===== config.mk =====
export PLATFORM = sky130hd
export DESIGN_NAME = upsample2x_nearest
export DESIGN_NICKNAME = d
export VERILOG_FILES = /design/src/rtl/upsample2x_nearest.sv
export SDC_FILE = /design/constraint.sdc
export NUM_CORES = 1
export LEC_CHECK = 0
export CORE_MARGIN = 5
export CORE_UTILIZATION = 55
export DETAILED_ROUTE_END_ITERATION = 10
export PLACE_DENSITY = 0.83
export REMOVE_ABC_BUFFERS = 1
export SETUP_SLACK_MARGIN = 0.05
export SYNTH_ARGS = -nofsm -noshare
export SYNTH_HDL_FRONTEND = slang
export SYNTH_SLANG_ARGS = --single-unit
export TNS_END_PERCENT = 100

===== constraint.sdc =====
create_clock -name clk -period 3.07 [get_ports clk]
set_clock_uncertainty 0.05 [all_clocks]
set_input_delay 0.7675 -clock clk [delete_from_list [all_inputs] [get_ports clk]]
set_output_delay 0.7675 -clock clk [all_outputs]
set_load 0.01 [all_outputs]

===== src/rtl/upsample2x_nearest.sv =====
// 2x nearest-neighbour upsampler: each pixel is repeated horizontally and each
// row is replayed from a line buffer, giving a 2W x 2H plane from a W x H plane.
module upsample2x_nearest #(
    parameter int DATA_WIDTH = 16,
    parameter int IMG_W      = 20,
    parameter int IMG_H      = 20
) (
    input  logic                  clk,
    input  logic                  rst,
    input  logic [DATA_WIDTH-1:0] in_data,
    input  logic                  in_valid,
    output logic                  in_ready,
    output logic [DATA_WIDTH-1:0] out_data,
    output logic                  out_valid,
    input  logic                  out_ready,
    output logic                  out_eol,
    output logic                  out_last
);

    localparam int CW = (IMG_W > 1) ? $clog2(IMG_W) : 1;
    localparam int RW = (IMG_H > 1) ? $clog2(IMG_H) : 1;
    localparam logic [CW-1:0] COL_MAX = CW'(IMG_W - 1);
    localparam logic [RW-1:0] ROW_MAX = RW'(IMG_H - 1);

    typedef enum logic {
        PASS,
        REPLAY
    } state_t;

    state_t                state_q, state_d;
    logic [CW-1:0]         col_q, col_d;
    logic [RW-1:0]         row_q, row_d;
    logic                  dup_q, dup_d;
    logic [DATA_WIDTH-1:0] hold_q, hold_d;
    logic [DATA_WIDTH-1:0] data_q, data_d;
    logic                  valid_q, valid_d;
    logic                  eol_q, eol_d;
    logic                  last_q, last_d;
    logic [DATA_WIDTH-1:0] linebuf_q [IMG_W];

    logic adv;
    logic in_fire;

    assign adv      = !valid_q || out_ready;
    assign in_ready = !rst && (state_q == PASS) && !dup_q && adv;
    assign in_fire  = in_valid && in_ready;

    always_comb begin
        state_d = state_q;
        col_d   = col_q;
        row_d   = row_q;
        dup_d   = dup_q;
        hold_d  = hold_q;
        data_d  = data_q;
        valid_d = valid_q;
        eol_d   = eol_q;
        last_d  = last_q;
        if (adv) begin
            // Any beat not explicitly loaded below becomes a bubble.
            valid_d = 1'b0;
            eol_d   = 1'b0;
            last_d  = 1'b0;
            unique case (state_q)
                PASS: begin
                    if (!dup_q) begin
                        if (in_fire) begin
                            data_d  = in_data;
                            valid_d = 1'b1;
                            hold_d  = in_data;
                            dup_d   = 1'b1;
                        end
                    end else begin
                        data_d  = hold_q;
                        valid_d = 1'b1;
                        dup_d   = 1'b0;
                        if (col_q == COL_MAX) begin
                            eol_d   = 1'b1;
                            col_d   = '0;
                            state_d = REPLAY;
                        end else begin
                            col_d = col_q + CW'(1);
                        end
                    end
                end
                REPLAY: begin
                    data_d  = linebuf_q[col_q];
                    valid_d = 1'b1;
                    dup_d   = !dup_q;
                    if (dup_q) begin
                        if (col_q == COL_MAX) begin
                            eol_d   = 1'b1;
                            col_d   = '0;
                            state_d = PASS;
                            if (row_q == ROW_MAX) begin
                                last_d = 1'b1;
                                row_d  = '0;
                            end else begin
                                row_d = row_q + RW'(1);
                            end
                        end else begin
                            col_d = col_q + CW'(1);
                        end
                    end
                end
            endcase
        end
    end

    always_ff @(posedge clk) begin
        if (rst) begin
            state_q <= PASS;
            col_q   <= '0;
            row_q   <= '0;
            dup_q   <= 1'b0;
            hold_q  <= '0;
            data_q  <= '0;
            valid_q <= 1'b0;
            eol_q   <= 1'b0;
            last_q  <= 1'b0;
        end else begin
            state_q <= state_d;
            col_q   <= col_d;
            row_q   <= row_d;
            dup_q   <= dup_d;
            hold_q  <= hold_d;
            data_q  <= data_d;
            valid_q <= valid_d;
            eol_q   <= eol_d;
            last_q  <= last_d;
        end
    end

    // Line buffer needs no reset: every entry is written before it is replayed.
    always_ff @(posedge clk) begin
        if (in_fire) begin
            linebuf_q[col_q] <= in_data;
        end
    end

    assign out_data  = data_q;
    assign out_valid = valid_q;
    assign out_eol   = eol_q;
    assign out_last  = last_q;

endmodule


==> results.py, run 1 <==
metrics = {
    "detailed_routing": {
        "num_vias": 8511,
        "drt_pass1_iterations": 5,
        "drc": 0,
        "wirelength_um": 35200,
        "post_drt_wl_per_cell_um": 26.3,
        "routed-wl-met3_um": 3600,
        "wl_met2_um": 17000,
        "avgViaCountPerCell": 6.37,
        "final_antenna_net_count": 0,
        "routed.top_layer": "met5",
        "wl_met1_um": 13300,
        "first_iter_violations": 947,
    },
    "clock_tree": {
        "clkTransAtPathRegs_ps": 60,
        "clock_sinks": 372,
        "insertion_delay_ps": 530,
        "cts_made_buffers": 37,
        "cts_max_path_buffers": 3,
        "cts_tree": "yes",
        "clock-root-buffer": "clkbuf_16",
        "htreeDepth": 2,
    },
    "worst_setup_path": {
        "r2r_slack_ps": 580,
        "crit_chain": "clkdlybuf4s50_1 -> nand2b_1 -> nand2_1 -> nor2_1 -> dlymetal6s2s_1",
        "critical_path.max_fanout": 3,
        "cpPeakStageDelay_ps": 470,
        "arrival_ps": 1760,
        "r2r-end": "out_data[9]",
        "critPathLaunchType": "primary input",
        "path_class": "primary input to primary output",
        "critPathCaptureType": "primary output",
        "cp.required_ps": 2250,
        "worst-path-buf-inv": 2,
        "rr_worst_depth": 7,
        "critPathTopFamily": "buffers and inverters",
        "crit_path_top_delay_cell": "clkdlybuf4s50_1",
    },
    "logic_synthesis": {
        "ys_types": 47,
        "yosys.area_share.simple": 0.0607,
        "synth-adder-area-share": 0.00422,
        "post_synth.cell_area_avg_um2": 16.9,
        "synth_xor_area_frac": 0.000591,
        "synth_async_sr_flop_share": 0,
        "syn_area_um2": 14800,
        "ys_seq_area_frac": 0.719,
        "synth.mux.area_fraction": 0.141,
        "synth-compound-area-share": 0.0547,
        "ys_warn_count": 0,
        "synth_top_family_by_area": "multiplexers",
        "syn_inst": 875,
        "ys.flop_type": "edfxtp_1",
        "yosys_register_bits": 372,
        "synth_edf_count": 320,
    },
    "pwr": {
        "p_leak_nw": 5.44,
        "cellPowerDensity_nw_per_um2": 610,
        "internal_power_w": 0.00834,
        "ir_drop_v": 0.000516,
        "power_frac_comb": 0.048,
        "switching_share": 0.207,
        "p_seq_frac": 0.529,
        "power_frac_clock": 0.423,
        "switching_power_w": 0.00218,
    },
    "layout": {
        "final_net_count": 993,
        "seq_area_um2": 10700,
        "final_cell_area_um2": 17300,
        "multi_input_area_um2": 3910,
        "layout_common_cells": "edfxtp_1 (320), mux2i_1 (85), nor2_1 (59), buf_4 (55), dfxtp_1 (48)",
        "n_fill_cell": 1758,
        "layout-drive-gt1-share": 0.219,
        "area_growth_pct": 16.5,
        "antenna_cells": 0,
        "layout_commonest_cell": "edfxtp_1",
        "finalNonFillerCells": 1336,
    },
    "sta": {
        "finalHoldViolCount": 0,
        "finalSetupViolations": 0,
        "fmax_mhz": 387,
        "setup_slack_ps": 488,
        "slew_headroom": 0.429,
        "fin_crit_ps": 2580,
        "tightest_slew_ps": 856,
        "rsz0062_at_grt": "no",
        "slew_viol_final": 0,
        "fin_crit_sh": 0.841,
    },
    "global_route": {
        "antenna_found_initial": 2,
        "grt_max_degree": 49,
        "grt_pass1_wl_um": 52600,
        "grt_usage": 0.230,
        "grt_overflow_total": 0,
        "grt_pass1_vias": 8664,
    },
    "min_path": {
        "hold_depth": 2,
        "hp-class": "register to register",
        "min_from": "out_last",
        "min_to": "out_last",
    },
    "floorplan": {
        "pin_count": 40,
        "die_h_um": 174,
        "placeableCoreArea_um2": 26700,
        "initial_core_util": 0.554,
        "fp.dieW_um": 174,
        "dieArea_um2": 30300,
        "rows": 60,
    },
    "placement": {
        "port_buffers": 39,
        "placed_area_um2": 16100,
        "dp_cells": 1270,
        "gp_congestion": 0.811,
        "hpwlAfterDp_um": 20700,
        "place_ws_ps": 103,
    },
    "run": {
        "drv_cap": 0,
    },
    "run_status": {
        "status": "finished, final reports clean",
    },
}
## stage by stage
step	hold slack, ps	power (W)	setup TNS (ps)	utilization
final	412	0.0105	0	0.646
after global routing	446	0.0108	0	0.646
after CTS	416	0.0106	0	0.646
after detailed placement	404	0.00618	0	0.601
after global placement	401	0.00616	0	0.601
after floorplan	398	0.00590	-162870	-
## worst min-delay path: cells and delay by family, from the launching register on
kind            cells  cell delay, ps
simple gates        1              50
flops               1             310
compound gates      1              50
## area by class of cell
class,count,share of cell area
multi-input cells,447,0.226
well taps,341,0.0247
inverters,3,0.000653
clock buffers,55,0.0623
flip-flops and latches,372,0.618
repair buffers,107,0.0615
clock inverters,11,0.00682
## synthesized netlist by cell type, types with 3 or more instances
| library cell | number | area [µm²] |
|---|---|---|
| nor2_1 | 68 | 255 |
| mux2_2 | 15 | 169 |
| buf_1 | 3 | 11.3 |
| nand2_1 | 45 | 169 |
| nand2b_1 | 19 | 119 |
| nor2b_1 | 4 | 25.0 |
| clkbuf_1 | 19 | 71.3 |
| nand3b_1 | 3 | 22.5 |
| o21ai_0 | 20 | 100 |
| or3_1 | 4 | 25.0 |
| mux4_1 | 4 | 105 |
| nand3_1 | 5 | 25.0 |
| o22ai_1 | 16 | 100 |
| edfxtp_1 | 320 | 9610 |
| buf_2 | 22 | 110 |
| a2111oi_2 | 10 | 150 |
| mux2i_1 | 85 | 851 |
| or4b_1 | 15 | 150 |
| a22oi_1 | 16 | 120 |
| dfxtp_1 | 52 | 1040 |
| a21oi_2 | 9 | 78.8 |
| ha_1 | 5 | 62.6 |
| inv_1 | 3 | 11.3 |
| buf_4 | 4 | 30.0 |
| a21oi_1 | 34 | 170 |
| a2111oi_0 | 6 | 52.6 |
| mux4_2 | 43 | 968 |
## kinds of logic (layout without fill, tap and decap cells)
family          Yosys count  after routing
simple gates            178            178
mux                     147            147
flops                   372            372
buf+inv                  56            176
fa+ha+maj                 5              5
xor+xnor                  1              1
compound gates          116            116
## worst max path at each step
stage                   to  cells after the start      start
2_1_floorplan  out_data[0]                      5   register
3_3_place_gp      in_ready                      5  out_ready
3_5_place_dp      in_ready                      5  out_ready
4_1_cts           in_ready                      5  out_ready
5_1_grt           in_ready                      5  out_ready
6_report          in_ready                      5  out_ready
## flip-flops by register name (all words and copies together), names as in the netlist, 5 cells and up, named ones only
signal	flops
col_q	5
hold_q	16
linebuf_q	320
out_data	16
row_q	5
## repair_timing
action / CTS / global route
buffers inserted: 0 / 0
hold buffers: 0 / 0
resized for setup: 0 / 1
setup endpoints to repair: 0 / 1
## power groups by stage
| stage | Combinational, W | Sequential [W] | Clock, W |
|---|---|---|---|
| finish | 0.000508 | 0.00557 | 0.00445 |
| global placement | 0.000480 | 0.00568 | 0 |
| CTS | 0.000506 | 0.00557 | 0.00448 |
| floorplan | 0.000197 | 0.00570 | 0 |
| global route | 0.000544 | 0.00557 | 0.00471 |
| detailed placement | 0.000499 | 0.00568 | 0 |
## layer usage
layer  vias up  track usage
li1       3631            -
met1      4260        0.310
met2       511        0.375
met3       107       0.0513
met4         2       0.0802
met5         -            0
Power figures use the tool's default switching activity.
==> run 2: changes to the inputs <==
==> constraint.sdc (replaced) <==
create_clock -name clk -period 2.6 [get_ports clk]
set_clock_uncertainty 0.05 [all_clocks]
set_input_delay 0.65 -clock clk [delete_from_list [all_inputs] [get_ports clk]]
set_output_delay 0.65 -clock clk [all_outputs]
set_load 0.01 [all_outputs]
==> results.py, run 2 (synthesis gave the netlist of run 1 again) <==
metrics = {
    "sta": {
        "fin_crit_sh": 0.939,
        "holdWs_ps": 413,
        "fin_crit_ps": 2440,
        "tightest_slew_ps": 1010,
        "finalSetupViolations": 0,
        "finalHoldViolCount": 0,
        "slew_viol_final": 0,
        "slew_headroom": 0.327,
        "fmax_mhz": 410,
        "setup_tns_ps": 0,
        "rsz0062_at_grt": "no",
    },
    "global_route": {
        "grt_pass1_wl_um": 52100,
        "antenna_found_initial": 0,
        "grt_pass1_vias": 8744,
        "grt_max_degree": 55,
        "grt_usage": 0.225,
        "grt_overflow_total": 0,
    },
    "min_path": {
        "hold_depth": 2,
        "min_to": "out_last",
        "hp-class": "register to register",
        "min_from": "out_last",
    },
    "layout": {
        "layout_commonest_cell": "edfxtp_1",
        "layout_common_cells": "edfxtp_1 (320), mux2i_1 (85), buf_4 (71), nor2_1 (59), dfxtp_1 (48)",
        "layout-drive-gt1-share": 0.230,
        "area_growth_pct": 16.8,
        "n_fill_cell": 1738,
        "multi_input_area_um2": 3920,
        "final_cell_area_um2": 17300,
        "seq_area_um2": 10700,
        "finalNonFillerCells": 1347,
        "final_net_count": 1005,
        "largest_reg_flops": 320,
        "antenna_cells": 0,
        "largest_register": "linebuf_q",
    },
    "floorplan": {
        "rows": 60,
        "pin_count": 40,
        "placeableCoreArea_um2": 26700,
        "die_h_um": 174,
        "initial_core_util": 0.554,
        "fp.dieW_um": 174,
        "dieArea_um2": 30300,
    },
    "worst_setup_path": {
        "cp.required_ps": 1900,
        "critPathCaptureType": "primary output",
        "r2r_slack_ps": 280,
        "critPathLaunchType": "primary input",
        "critical_path.max_fanout": 3,
        "rr_worst_depth": 6,
        "arrival_ps": 1740,
        "path_class": "primary input to primary output",
        "r2r-end": "out_data[2]",
    },
    "clock_tree": {
        "clkTransAtPathRegs_ps": 60,
        "htreeDepth": 2,
        "insertion_delay_ps": 520,
        "clock_sinks": 372,
        "postCtsSetupBuffers": 0,
        "cts_made_buffers": 36,
        "clock-root-buffer": "clkbuf_16",
        "cts_tree": "yes",
        "cts_hold_buf": 0,
        "cts_max_path_buffers": 3,
    },
    "run_status": {
        "status": "finished, final reports clean",
    },
    "pwr": {
        "ir_drop_v": 0.000486,
        "p_leak_nw": 5.52,
        "cellPowerDensity_nw_per_um2": 710,
    },
    "placement": {
        "hpwlAfterDp_um": 20500,
        "placed_area_um2": 16100,
        "gp_congestion": 0.822,
        "dp_cells": 1283,
        "port_buffers": 39,
    },
    "detailed_routing": {
        "post_drt_wl_per_cell_um": 25.2,
        "drc": 0,
        "first_iter_violations": 934,
        "wirelength_um": 33900,
        "final_antenna_net_count": 0,
        "drt_pass1_iterations": 5,
        "num_vias": 8447,
        "avgViaCountPerCell": 6.27,
    },
    "run": {
        "drv_cap": 0,
    },
}
==> run 2: cell count changes in the layout (fill, tap and decap cells not counted), sizes merged <==
cell          delta
clkinvlp         +1
dlymetal6s2s     -1
buf             +13
clkbuf           -3
dlygate4sd2      +1
==> run 2: cell type report <==
class / count / share of cell area
Sequential cell: 372 / 0.616
Multi-Input combinational cell: 447 / 0.227
Timing Repair Buffer: 120 / 0.0646
Clock buffer: 52 / 0.0603
Tap cell: 341 / 0.0247
Clock inverter: 12 / 0.00680
Inverter: 3 / 0.000651
==> run 2: what timing repair did <==
item	in CTS	in global routing
gates resized for setup	2	1
endpoints found under the setup margin	4	1
hold endpoints to repair	0	0
==> run 2: worst max-delay path by stage <==
| stage | slack, ps | end | depth (start not counted) | start |
|---|---|---|---|---|
| after floorplan | -1690 | out_data[0] | 5 | register |
| after global placement | -90 | in_ready | 5 | out_ready |
| after detailed placement | -120 | in_ready | 5 | out_ready |
| after CTS | 100 | out_data[2] | 6 | register |
| after global routing | 60 | in_ready | 5 | out_ready |
| final | 160 | in_ready | 5 | out_ready |
==> run 2: stage by stage <==
step | power [W] | utilization | worst slack, ps
global route | 0.0127 | 0.647 | 59.0
global placement | 0.00727 | 0.603 | -92.7
CTS | 0.0123 | 0.647 | 103
finish | 0.0123 | 0.647 | 158
detailed placement | 0.00729 | 0.603 | -121
floorplan | 0.00696 | - | -1690
==> run 2: where the power goes <==
group	total, W	switching [W]	internal (W)
clock	0.00510	0.00211	0.00299
combinational	0.000594	0.000343	0.000251
sequential	0.00659	0.0000496	0.00654
==> run 2: routing by layer <==
layer  wire length (µm)  vias up  track usage  part of all wire
li1                   -     3652            -                 -
met1              13300     4254        0.304              0.39
met2              16800      441        0.372              0.50
met3               2650      100       0.0446             0.078
met4               1110        0       0.0719             0.033
met5                  0        -            0                 0
==> run 2: critical path: stages <==
cell and delay (ps):
clkdlybuf4s50_1 470, nand2b_1 130, nand2_1 100, nor2_1 110, dlygate4sd2_1 280
==> run 3: changes to the inputs <==
--- a/config.mk
+++ b/config.mk
@@ -5,6 +5,7 @@
 export SDC_FILE = /design/constraint.sdc
 export NUM_CORES = 1
 export LEC_CHECK = 0
+export ABC_AREA = 1
 export CORE_MARGIN = 5
 export CORE_UTILIZATION = 55
 export DETAILED_ROUTE_END_ITERATION = 10
==> results.py, run 3 <==
metrics = {
    "clock_tree": {
        "clock_sinks": 372,
        "htreeDepth": 2,
        "cts_max_path_buffers": 3,
        "clock-root-buffer": "clkbuf_16",
        "cts_resized": 1,
        "cts_hold_buf": 0,
        "cts_made_buffers": 37,
        "cts_tree": "yes",
        "insertion_delay_ps": 520,
        "postCtsSetupBuffers": 0,
        "clkTransAtPathRegs_ps": 50,
    },
    "logic_synthesis": {
        "synth_top_area_share": 0.611,
        "ys.flop_type": "edfxtp_1",
        "synth_async_sr_flop_share": 0,
        "yosys.area_share.simple": 0.193,
        "synth_xor_area_frac": 0.000557,
        "synth.mux.area_fraction": 0,
        "yosys.area.top_type": "edfxtp_1",
        "synth_top_family_by_area": "simple AND/OR/NAND/NOR gates",
        "synth_common_cells": "nand2_1 (421), edfxtp_1 (320), nand3_1 (185)",
        "syn_inst": 1533,
        "synth-compound-area-share": 0.0572,
        "ys_warn_count": 0,
        "ys_types": 31,
        "ys_seq_area_frac": 0.677,
        "synth_area_leaders": "edfxtp_1 (61%), nand2_1 (10%), dfxtp_1 (6.6%)",
        "synth-adder-area-share": 0.00398,
        "syn_area_um2": 15700,
        "synth_edf_count": 320,
        "yosys_register_bits": 372,
        "post_synth.cell_area_avg_um2": 10.3,
        "synth_most_common_cell": "nand2_1",
    },
    "sta": {
        "rsz0062_at_grt": "no",
        "slew_headroom": 0.570,
        "fin_crit_ps": 2420,
        "fin_crit_sh": 0.929,
        "setup_tns_ps": 0,
        "slew_viol_final": 0,
        "tightest_slew_ps": 645,
        "finalSetupViolations": 0,
        "finalHoldViolCount": 0,
        "fmax_mhz": 414,
    },
    "pwr": {
        "switching_power_w": 0.00290,
        "internal_power_w": 0.00999,
        "ir_drop_v": 0.000404,
        "p_seq_frac": 0.512,
        "power_frac_comb": 0.079,
        "power_frac_clock": 0.410,
        "switching_share": 0.225,
        "cellPowerDensity_nw_per_um2": 708,
        "p_leak_nw": 7.25,
        "power_w": 0.0129,
    },
    "worst_setup_path": {
        "cp.required_ps": 1900,
        "critPathCaptureType": "primary output",
        "path_class": "primary input to primary output",
        "arrival_ps": 1720,
        "cpPeakStageDelay_ps": 500,
        "critPathTopFamily": "buffers and inverters",
        "critPathMostFrequentCell": "nor2_4",
        "crit_path_top_delay_cell": "clkdlybuf4s50_1",
        "crit_chain": "clkdlybuf4s50_1 -> nor2_4 -> inv_2 -> nand2_2 -> nor2_4 -> dlygate4sd2_1",
        "critPathLaunchType": "primary input",
        "worst-path-buf-inv": 3,
        "critical_path.max_fanout": 2,
    },
    "global_route": {
        "grt_pass1_vias": 10794,
        "antenna_found_initial": 1,
        "grt_usage": 0.240,
        "grt_overflow_total": 0,
        "grt_pass1_wl_um": 59300,
        "grt_max_degree": 97,
    },
    "min_path": {
        "hp-class": "register to register",
    },
    "placement": {
        "gp_congestion": 0.900,
        "hpwlAfterDp_um": 24200,
        "port_buffers": 39,
    },
    "floorplan": {
        "dieArea_um2": 32100,
        "fp.dieW_um": 179,
        "initial_core_util": 0.553,
        "die_h_um": 179,
        "rows": 62,
        "placeableCoreArea_um2": 28500,
        "pin_count": 40,
    },
    "detailed_routing": {
        "post_drt_wl_per_cell_um": 18.9,
        "first_iter_violations": 1987,
        "num_vias": 11318,
        "avgViaCountPerCell": 5.61,
        "drc": 0,
        "wirelength_um": 38300,
        "final_antenna_net_count": 0,
        "drt_pass1_iterations": 8,
    },
    "layout": {
        "layout-drive-gt1-share": 0.109,
        "final_net_count": 1631,
        "layout_common_cells": "nand2_1 (421), edfxtp_1 (320), nand3_1 (185), inv_1 (180), o21ai_0 (78)",
        "largest_reg_flops": 320,
        "layout_commonest_cell": "nand2_1",
        "largest_register": "linebuf_q",
        "antenna_cells": 0,
        "area_growth_pct": 15.7,
    },
    "run_status": {
        "status": "finished, final reports clean",
    },
    "run": {
        "drv_cap": 0,
    },
}
==> run 3: cell count changes after synthesis, moves of 20 or more <==
cell     previous run  this run
inv_1               3       180
mux2i_1            85         0
mux4_2             43         0
nand2_1            45       421
nand3_1             5       185
nor2_1             68        88
o21ai_0            20        78
o21ai_1             0        38
==> run 3: layout make-up <==
type                    count  area, µm²
clock inverters            19        175
multi-input cells         897       4050
repair buffers            115       1120
clock buffers              49       1030
fillers                  2066      10300
flip-flops and latches    372      10700
well taps                 384        480
inverters                 183        689
==> run 3: worst paths after layout <==
check | start | to | slack [ps] | cells after the start
worst max-delay path | out_ready | in_ready | 180 | 6
worst min register to register | hold_q[4] | hold_q[4] | 400 | 2
worst max register to register | dup_q | linebuf_q[1][14] | 560 | 8
worst min-delay path | hold_q[4] | hold_q[4] | 400 | 2
==> run 3: per-stage QoR <==
step / cells / utilization / hold WS [ps] / setup slack, ps / instance area (µm²)
after floorplan: 1452 / - / 382 / -3060 / 15300
after global placement: 1951 / 0.597 / 388 / -88.6 / 17000
after detailed placement: 1951 / 0.597 / 393 / -84.1 / 17000
after CTS: 2019 / 0.639 / 401 / 178 / 18200
after global routing: 2019 / 0.639 / 429 / 111 / 18200
final: 2019 / 0.639 / 398 / 184 / 18200
==> run 3: logic make-up after synthesis <==
group	count (synthesis)
fa+ha+maj	5
buf+inv	264
flops	372
simple gates	721
compound gates	170
xor+xnor	1
==> run 3: power groups by stage <==
stage	logic (W)	registers, W	clock network [W]
2_1_floorplan	0.000467	0.00677	0
3_3_place_gp	0.000962	0.00672	0
3_5_place_dp	0.000986	0.00672	0
4_1_cts	0.000999	0.00660	0.00532
5_1_grt	0.00110	0.00660	0.00563
6_report	0.00101	0.00660	0.00528
==> run 3: routing by layer <==
metal | part of all wire | vias up | GRT usage | routed length [µm]
li1 | - | 5228 | - | -
met1 | 0.40 | 5305 | 0.341 | 15300
met2 | 0.47 | 671 | 0.385 | 17900
met3 | 0.098 | 114 | 0.0354 | 3750
met4 | 0.035 | 0 | 0.0800 | 1330
met5 | 0 | - | 0 | 0
==> run 3: tightest hold or removal path: stages, from the launching register on <==
cell and delay (ps):
dfxtp_1 290, inv_1 60, a21oi_1 50
==> edit: new RTL, flow settings as in run 3 <==
Take the reset off `hold_q` and load it in a clocked block of its own.
--- a/src/rtl/upsample2x_nearest.sv
+++ b/src/rtl/upsample2x_nearest.sv
@@ -112,7 +112,6 @@
             col_q   <= '0;
             row_q   <= '0;
             dup_q   <= 1'b0;
-            hold_q  <= '0;
             data_q  <= '0;
             valid_q <= 1'b0;
             eol_q   <= 1'b0;
@@ -122,12 +121,15 @@
             col_q   <= col_d;
             row_q   <= row_d;
             dup_q   <= dup_d;
-            hold_q  <= hold_d;
             data_q  <= data_d;
             valid_q <= valid_d;
             eol_q   <= eol_d;
             last_q  <= last_d;
         end
+    end
+
+    always_ff @(posedge clk) begin
+        hold_q <= hold_d;
     end
 
     // Line buffer needs no reset: every entry is written before it is replayed.
Formal check against the unedited RTL: no difference found for any inputs over 4 cycles, from zero or initial values and one cycle with rst high; that may be too few to reach the edited logic, so the function may still have changed.
==> edit against run 3 <==
- synthesized area decreased by 0.62%
- synthesized cell count decreased by 2.7%
- design area increased by 0.54%
- sequential cell count unchanged
- total power increased by 1.2%
- wire length increased by 3.3%
- sequential share of layout area increased by 0.56 points
- via count decreased by 1.7%
- worst setup slack improved by 0.035 ns
==> edit: results (changes against run 3) <==
{
  "status": {"value": "finished, final reports clean"},
  "layout.non_clock_buffers": {"value": 116, "change": "+0.87%"},
  "irDropWorstVdd": {"value": 0.683, "unit": "mV", "change": "+69%"},
  "placedInstanceArea": {"value": 0.0171, "unit": "mm^2", "change": "+0.42%"},
  "final.hold.worst_slack": {"value": 0.418, "unit": "ns", "change": "+0.0197 ns"},
  "tightest_slew": {"value": 0.992, "unit": "ns", "change": "+0.347 ns"},
  "placed_cells_incl_taps": {"value": 1911, "change": "-2.1%"},
  "min_from": {"value": "out_last"},
  "area.share.sequential": {"value": 0.591, "change": "+0.00563"},
  "global_route.usage.met3": {"value": 0.0483, "change": "+0.0129"},
  "stdcell_area": {"value": 0.0183, "unit": "mm^2", "change": "+0.54%"},
  "place_congestion": {"value": 0.904, "change": "+0.47%"},
  "r2r_slack": {"value": 0.48, "unit": "ns", "change": "-0.08 ns"},
  "synth-edff-count": {"value": 336, "change": "+5.0%"},
  "pwr-share-seq": {"value": 0.508, "change": "-0.004"},
  "worst_hold_path.endpoint": {"value": "out_last"},
  "yosys.cell_types.count": {"value": 29, "change": "-6.5%"},
  "combinationalPowerShare": {"value": 0.077, "change": "-0.002"},
  "synthTopCellsByCount": {"value": "nand2_1 (417), edfxtp_1 (336), nand3_1 (182), inv_1 (164), nor2_1 (114)"},
  "drive_above_1_share": {"value": 0.109, "change": "+0.000438"},
  "final-nonclk-buf-share": {"value": 0.0699, "change": "+0.00829"},
  "finalCoreUtilization": {"value": 0.655, "change": "+0.0158"},
  "gr_met1_demand_resource": {"value": 0.335, "change": "-0.00518"},
  "track_usage": {"value": 0.250, "change": "+0.00964"},
  "post_synth_main_area_contributors": {"value": "edfxtp_1 (65%), nand2_1 (10%), nand3_1 (5.8%)"},
  "first_pass_iters": {"value": 6, "change": "-2"},
  "ff_to_ff_path_depth": {"value": 9, "change": "+1"},
  "inverters_excl_clock": {"value": 170, "change": "-7.1%"},
  "n_clock_buffer": {"value": 46, "change": "-6.1%"},
  "drt_first_iter_violations": {"value": 1636, "change": "-18%"},
  "grt_start_max_net_pins": {"value": 161, "change": "+66%"}
}
edit: cell count changes in the layout (fill, tap and decap cells not counted), sizes merged, moves of 6 or more:
| cell | before | now |
|---|---|---|
| inv | 184 | 171 |
| nand2 | 425 | 419 |
| nor2 | 99 | 126 |
| dfxtp | 52 | 36 |
| a21oi | 53 | 26 |
| edfxtp | 320 | 336 |
| o21ai | 116 | 102 |
edit: worst max-delay path by stage:
stage | endpoint | slack (ns) | cells after the start
finish | in_ready | 0.22 | 6
CTS | in_ready | 0.21 | 6
detailed placement | in_ready | -0.05 | 6
global placement | in_ready | -0.04 | 6
floorplan | out_data[2] | -2.38 | 7
global route | in_ready | 0.16 | 6
edit: critical path, stage by stage:
cell             delay (ns)
clkdlybuf4s50_1        0.45
inv_1                  0.04
nand2_1                0.09
nand2_2                0.09
nor2_4                 0.09
dlygate4sd2_1          0.27
edit: metal layers:
metal	routed length, um	part of all wire
met4	1440	0.036
met1	14900	0.38
met5	0	0
met3	4160	0.11
met2	19100	0.48
